$ cat config.mk
export PLATFORM = sky130hd
export DESIGN_NAME = cnn_relu_maxpool
export DESIGN_NICKNAME = d
export VERILOG_FILES = /design/src/rtl/cnn_pkg.sv /design/src/rtl/cnn_pool_lbuf.sv /design/src/rtl/cnn_relu_maxpool.sv
export SDC_FILE = /design/constraint.sdc
export NUM_CORES = 1
export LEC_CHECK = 0
export ABC_AREA = 1
export BUFFER_PORTS_ARGS = -buffer_cell sky130_fd_sc_hd__buf_2
export CAP_MARGIN = 20
export CORE_MARGIN = 2
export CORE_UTILIZATION = 62
export DETAILED_ROUTE_END_ITERATION = 10
export MAX_ROUTING_LAYER = met4
export PLACE_DENSITY_LB_ADDON = 0.1
export RECOVER_POWER = 25
export SETUP_SLACK_MARGIN = 0.1
export SYNTH_ARGS = -nofsm -noshare
export SYNTH_HDL_FRONTEND = slang
export SYNTH_HIERARCHICAL = 1
export SYNTH_SLANG_ARGS = --single-unit
$ cat constraint.sdc
create_clock -name clk -period 12.35 [get_ports clk]
set_clock_uncertainty 0.15 [all_clocks]
set_input_delay 3.0875 -clock clk [delete_from_list [all_inputs] [get_ports clk]]
set_output_delay 3.0875 -clock clk [all_outputs]
set_load 0.02 [all_outputs]
$ cat src/rtl/cnn_pkg.sv
// Shared types and defaults for the ReLU + 2x2 max-pool stage behind the conv core.
package cnn_pkg;

  localparam int O_F_BW_DEF = 23;
  localparam int CO_DEF     = 3;
  localparam int IW_DEF     = 24;
  localparam int IH_DEF     = 24;

  typedef logic signed [O_F_BW_DEF-1:0] sample_t;

  function automatic sample_t smax(input sample_t a, input sample_t b);
    return (a > b) ? a : b;
  endfunction

endpackage

$ cat src/rtl/cnn_pool_lbuf.sv
// Half-row buffer: holds the horizontal pair maxima of an even row until the odd row reads them.
module cnn_pool_lbuf #(
  parameter int DEPTH = 12,
  parameter int W     = 69,
  parameter int AW    = 4
) (
  input  logic          clk,
  input  logic          we_i,
  input  logic [AW-1:0] waddr_i,
  input  logic [W-1:0]  wdata_i,
  input  logic [AW-1:0] raddr_i,
  output logic [W-1:0]  rdata_o
);

  logic [W-1:0] mem_q [DEPTH];

  always_ff @(posedge clk) begin
    if (we_i) mem_q[waddr_i] <= wdata_i;
  end

  assign rdata_o = mem_q[raddr_i];

endmodule

$ cat src/rtl/cnn_relu_maxpool.sv
// ReLU followed by 2x2 stride-2 max pooling over a raster stream, CO channels in parallel.
// Build option: define CNN_POOL_RELU_EN to enable ReLU; otherwise pooling uses raw signed inputs.
module cnn_relu_maxpool
  import cnn_pkg::*;
#(
  parameter int O_F_BW = O_F_BW_DEF,
  parameter int CO     = CO_DEF,
  parameter int IW     = IW_DEF,
  parameter int IH     = IH_DEF
) (
  input  logic                 clk,
  input  logic                 reset_n,
  input  logic                 i_valid,
  input  logic [CO*O_F_BW-1:0] i_data,
  output logic                 o_valid,
  output logic [CO*O_F_BW-1:0] o_data,
  output logic                 o_done
);

  localparam int OW = IW / 2;
  localparam int OH = IH / 2;
  localparam int CW = $clog2(IW);
  localparam int RW = $clog2(IH);
  localparam int AW = CW - 1;
  localparam int NW = $clog2(OW * OH);
  localparam logic [CW-1:0] COL_LAST = CW'(IW - 1);
  localparam logic [RW-1:0] ROW_LAST = RW'(IH - 1);
  localparam logic [NW-1:0] CNT_LAST = NW'(OW * OH - 1);

  if ((IW % 2) != 0 || (IH % 2) != 0) begin : g_bad_dims
    $error("cnn_relu_maxpool: IW and IH must be even");
  end
  if (O_F_BW != O_F_BW_DEF) begin : g_bad_width
    $error("cnn_relu_maxpool: O_F_BW must match cnn_pkg sample width");
  end

  logic [CW-1:0] col_q, col_d;
  logic [RW-1:0] row_q, row_d;
  logic [NW-1:0] ocnt_q, ocnt_d;
  logic          pool_fire;
  logic          o_valid_q, o_done_q;
  logic [CO*O_F_BW-1:0] o_data_q;
  logic [CO*O_F_BW-1:0] lb_rd, lb_wr, pool_d;

  always_comb begin
    col_d     = col_q;
    row_d     = row_q;
    ocnt_d    = ocnt_q;
    pool_fire = i_valid & col_q[0] & row_q[0];
    if (i_valid) begin
      if (col_q == COL_LAST) begin
        col_d = '0;
        row_d = (row_q == ROW_LAST) ? '0 : row_q + 1'b1;
      end else begin
        col_d = col_q + 1'b1;
      end
    end
    if (pool_fire) ocnt_d = (ocnt_q == CNT_LAST) ? '0 : ocnt_q + 1'b1;
  end

  for (genvar c = 0; c < CO; c++) begin : g_ch
    sample_t x, rx, hmax, lb;
    sample_t h_q;

    assign x = i_data[c*O_F_BW +: O_F_BW];
`ifdef CNN_POOL_RELU_EN
    assign rx = x[O_F_BW-1] ? '0 : x;
`else
    assign rx = x;
`endif
    assign hmax = smax(h_q, rx);
    assign lb   = lb_rd[c*O_F_BW +: O_F_BW];
    assign lb_wr[c*O_F_BW +: O_F_BW]  = hmax;
    assign pool_d[c*O_F_BW +: O_F_BW] = smax(lb, hmax);

    // Left pixel of each horizontal pair; a reset cycle drops the sample.
    always_ff @(posedge clk) begin
      if (!reset_n && i_valid && !col_q[0]) h_q <= rx;
    end
  end

  cnn_pool_lbuf #(
    .DEPTH (OW),
    .W     (CO * O_F_BW),
    .AW    (AW)
  ) u_lbuf (
    .clk     (clk),
    .we_i    (!reset_n && i_valid && col_q[0] && !row_q[0]),
    .waddr_i (col_q[CW-1:1]),
    .wdata_i (lb_wr),
    .raddr_i (col_q[CW-1:1]),
    .rdata_o (lb_rd)
  );

  always_ff @(posedge clk) begin
    if (reset_n) begin
      col_q     <= '0;
      row_q     <= '0;
      ocnt_q    <= '0;
      o_valid_q <= 1'b0;
      o_done_q  <= 1'b0;
      o_data_q  <= '0;
    end else begin
      col_q     <= col_d;
      row_q     <= row_d;
      ocnt_q    <= ocnt_d;
      o_valid_q <= pool_fire;
      o_done_q  <= pool_fire && (ocnt_q == CNT_LAST);
      if (pool_fire) o_data_q <= pool_d;
    end
  end

  assign o_valid = o_valid_q;
  assign o_done  = o_done_q;
  assign o_data  = o_data_q;

endmodule

==> impl_metrics.toml <==
[worst_setup_path]
worstSetupStartpoint = "i_valid"
timing.rr.start = "col_q[0]$_SDFFE_PP0P_"
ff2ff_path_depth = 7
end_kind = "flip-flop"
start_kind = "input pin"
cp.arrival_ns = 9.87
cp.required_ns = 12.71
worstSetupPathType = "in2reg"
r2r_slack_ns = 5.15
path_max_fanout = 75
regToRegEndpoint = "ocnt_q[7]$_SDFFE_PP0P_"

[timing]
max_freq_mhz = 105.2
maxSlewHeadroom = -1.855
slew_violations = 436
rsz0062_at_grt = "no"
fin_crit_ns = 9.507
finalSetupViolCount = 0
fin_crit_sh = 0.7698
hold_viol = 0
worst_pin_slew_ns = 4.283
tns_ns = 0

[floorplan]
die_height_um = 279.1
core_mm2 = 0.07470
die_area_mm2 = 0.07792
dieWidth_um = 279.1
start_util = 0.6284
rows = 100
floorplan.io_pins = 143

[run_status]
outcome = "finished with violations"
violations = "capacitance limit, slew limit"

[clock_network]
htreeDepth = 3
post_cts_resize_count = 0
cts_buffer_depth = 3
clk_pin_slew_ns = 0.06
clock-root-buffer = "clkbuf_16"
cts.sinks = 986
cts_tree = "done"
cts_buffers = 101
hold_buffers = 0
post_cts_buffers = 0
clock_latency_ns = 0.66

[pwr]
p_int_mw = 5.856
swShare = 0.2459
vdd_drop_max_uv = 129.8
leakagePower_nw = 22.05
seqPwrFrac = 0.484
net-switching-power_mw = 1.909
combPwrFrac = 0.109
clkPwrFrac = 0.406
power.density_mw_per_mm2 = 151.7

[synth]
ys_seq_area_frac = 0.6118
yosys_warnings = 6
netlist_area_mm2 = 0.04694
syn_area_per_cell_um2 = 9.548
netlist_instances = 4916
synth_nets = 5129
ys_seq_elements = 986
synth_cell_types = 39

[route]
postRouteAntennaNets = 0
viasPerCell = 5.575
finalWirelength_um = 111800
wl_per_cell_um = 18.56
num_vias = 33600
firstDrtPassIters = 6
drc = 0
drtIter0Drc = 3272

[worst_hold_path]
hold_depth = 2
hp-start = "row_q[4]$_SDFFE_PP0P_"
holdPathEnd = "row_q[4]$_SDFFE_PP0P_"
hold_path.class = "reg2reg"

[layout]
drive_above_1_share = 0.05595
most-common-layout-cells = "nand2_1, edfxtp_1, inv_1"
layout_commonest_cell = "nand2_1"
final_area_mm2 = 0.05120
antennaDiodeCount = 0
syn_to_final_growth_pct = 9.088
nets = 5185
fillers = 5685

[global_routing]
grt_usage = 0.2970
antenna_found_initial = 1
grt_max_degree = 175
grt_pass1_wl_um = 175000
grt_pass1_vias = 32130
overflow = 0

[job]
max_cap_violations = 11

[placement]
dpl_cell_area_mm2 = 0.04803
dp_hpwl_um = 61740
gp_congestion = 0.8933
io_buffer_count = 142
-- logic make-up (layout without fill, tap and decap cells) --
kind of cell | Yosys count | in the layout | synth area share
DFF | 986 | 986 | 0.6118
xor gates and xnor gates | 5 | 5 | 0.0009330
adders and majority gates | 141 | 141 | 0.03759
AOI/OAI and AO/OA | 375 | 375 | 0.04318
buffers and inverters | 1056 | 1198 | 0.09381
and+or+nand+nor | 2353 | 2353 | 0.2126
-- flip-flops by register name, indices dropped and copies added (netlist names) --
| name | cells |
|---|---|
| u_lbuf/mem_q | 828 |
| g_ch.h_q | 69 |
| o_done | 1 |
| ocnt_q | 8 |
| o_data | 69 |
| row_q | 5 |
| col_q | 5 |
| o_valid | 1 |
-- critical path: stages --
cell	delay [ns]
clkbuf_1	0.22
nand2_1	0.17
nor2_4	0.10
clkbuf_1	2.67
clkinvlp_2	0.71
clkbuf_1	1.73
o21ai_0	1.05
nor2_1	0.11
-- worst max-delay path by stage --
stage | end | depth (start not counted)
floorplan | g_ch[0].h_q[0]$_DFFE_PP_ | 3
finish | ocnt_q[7]$_SDFFE_PP0P_ | 8
global route | ocnt_q[4]$_SDFFE_PP0P_ | 8
global placement | o_data[31]$_SDFFE_PP0P_ | 21
detailed placement | o_data[40]$_SDFFE_PP0P_ | 21
CTS | o_data[40]$_SDFFE_PP0P_ | 21
-- synth_stat cells, drive strengths merged --
master       number  area, um^2
a21o              6       45.04
a21oi           154       905.9
dlygate4sd1       1       8.760
ha              141        1764
or3               1       6.260
nor2            213       827.0
buf             150       947.2
or2               1       6.260
and3              1       6.260
nand3b            4       30.03
nor4              7       43.79
edfxtp          897       26940
nor3b             2       15.01
nand3           644        3313
o21ai           215        1076
nor3             14       70.07
clkbuf           76       332.8
nand4            33       206.5
dfxtp            89        1782
inv             828        3110
clkinv            1       3.750
nand2          1433        5456
xor2              5       43.79
-- metrics by stage --
stage / utilization / power [mW] / hold slack, ns / std cells / setup slack [ns]
floorplan: - / 4.471 / 0.2708 / 4916 / 3.431
global placement: 0.6430 / 4.652 / 0.2774 / 5838 / 4.440
detailed placement: 0.6430 / 4.675 / 0.2867 / 5838 / 4.278
CTS: 0.6892 / 7.800 / 0.2953 / 6027 / 4.937
global route: 0.6855 / 8.037 / 0.3164 / 6027 / 2.226
finish: 0.6855 / 7.765 / 0.2897 / 6027 / 2.843
-- layout make-up --
type | instances | area (um^2) | share of cell area
sequential | 986 | 28730 | 0.5612
multi-input combinational | 2874 | 13850 | 0.2705
inverter | 829 | 3133 | 0.06119
clock buffer | 127 | 2716 | 0.05305
tap | 969 | 1212 | 0.02368
timing repair buffer | 180 | 825.8 | 0.01613
clock inverter | 62 | 733.2 | 0.01432
-- power by group through the flow --
stage | logic (mW) | registers (mW) | clock network, mW
6_report | 0.849 | 3.76 | 3.15
5_1_grt | 0.964 | 3.76 | 3.31
4_1_cts | 0.849 | 3.76 | 3.19
3_5_place_dp | 0.843 | 3.83 | 0
3_3_place_gp | 0.821 | 3.83 | 0
2_1_floorplan | 0.647 | 3.82 | 0
-- routing by layer --
layer,track usage,part of all wire,vias up
met3,0.03539,0.074,228
li1,-,-,16130
met2,0.4756,0.48,1305
met5,-,0,-
met4,0.09030,0.026,0
met1,0.4021,0.42,15940
(Power assumes the default switching activity.)
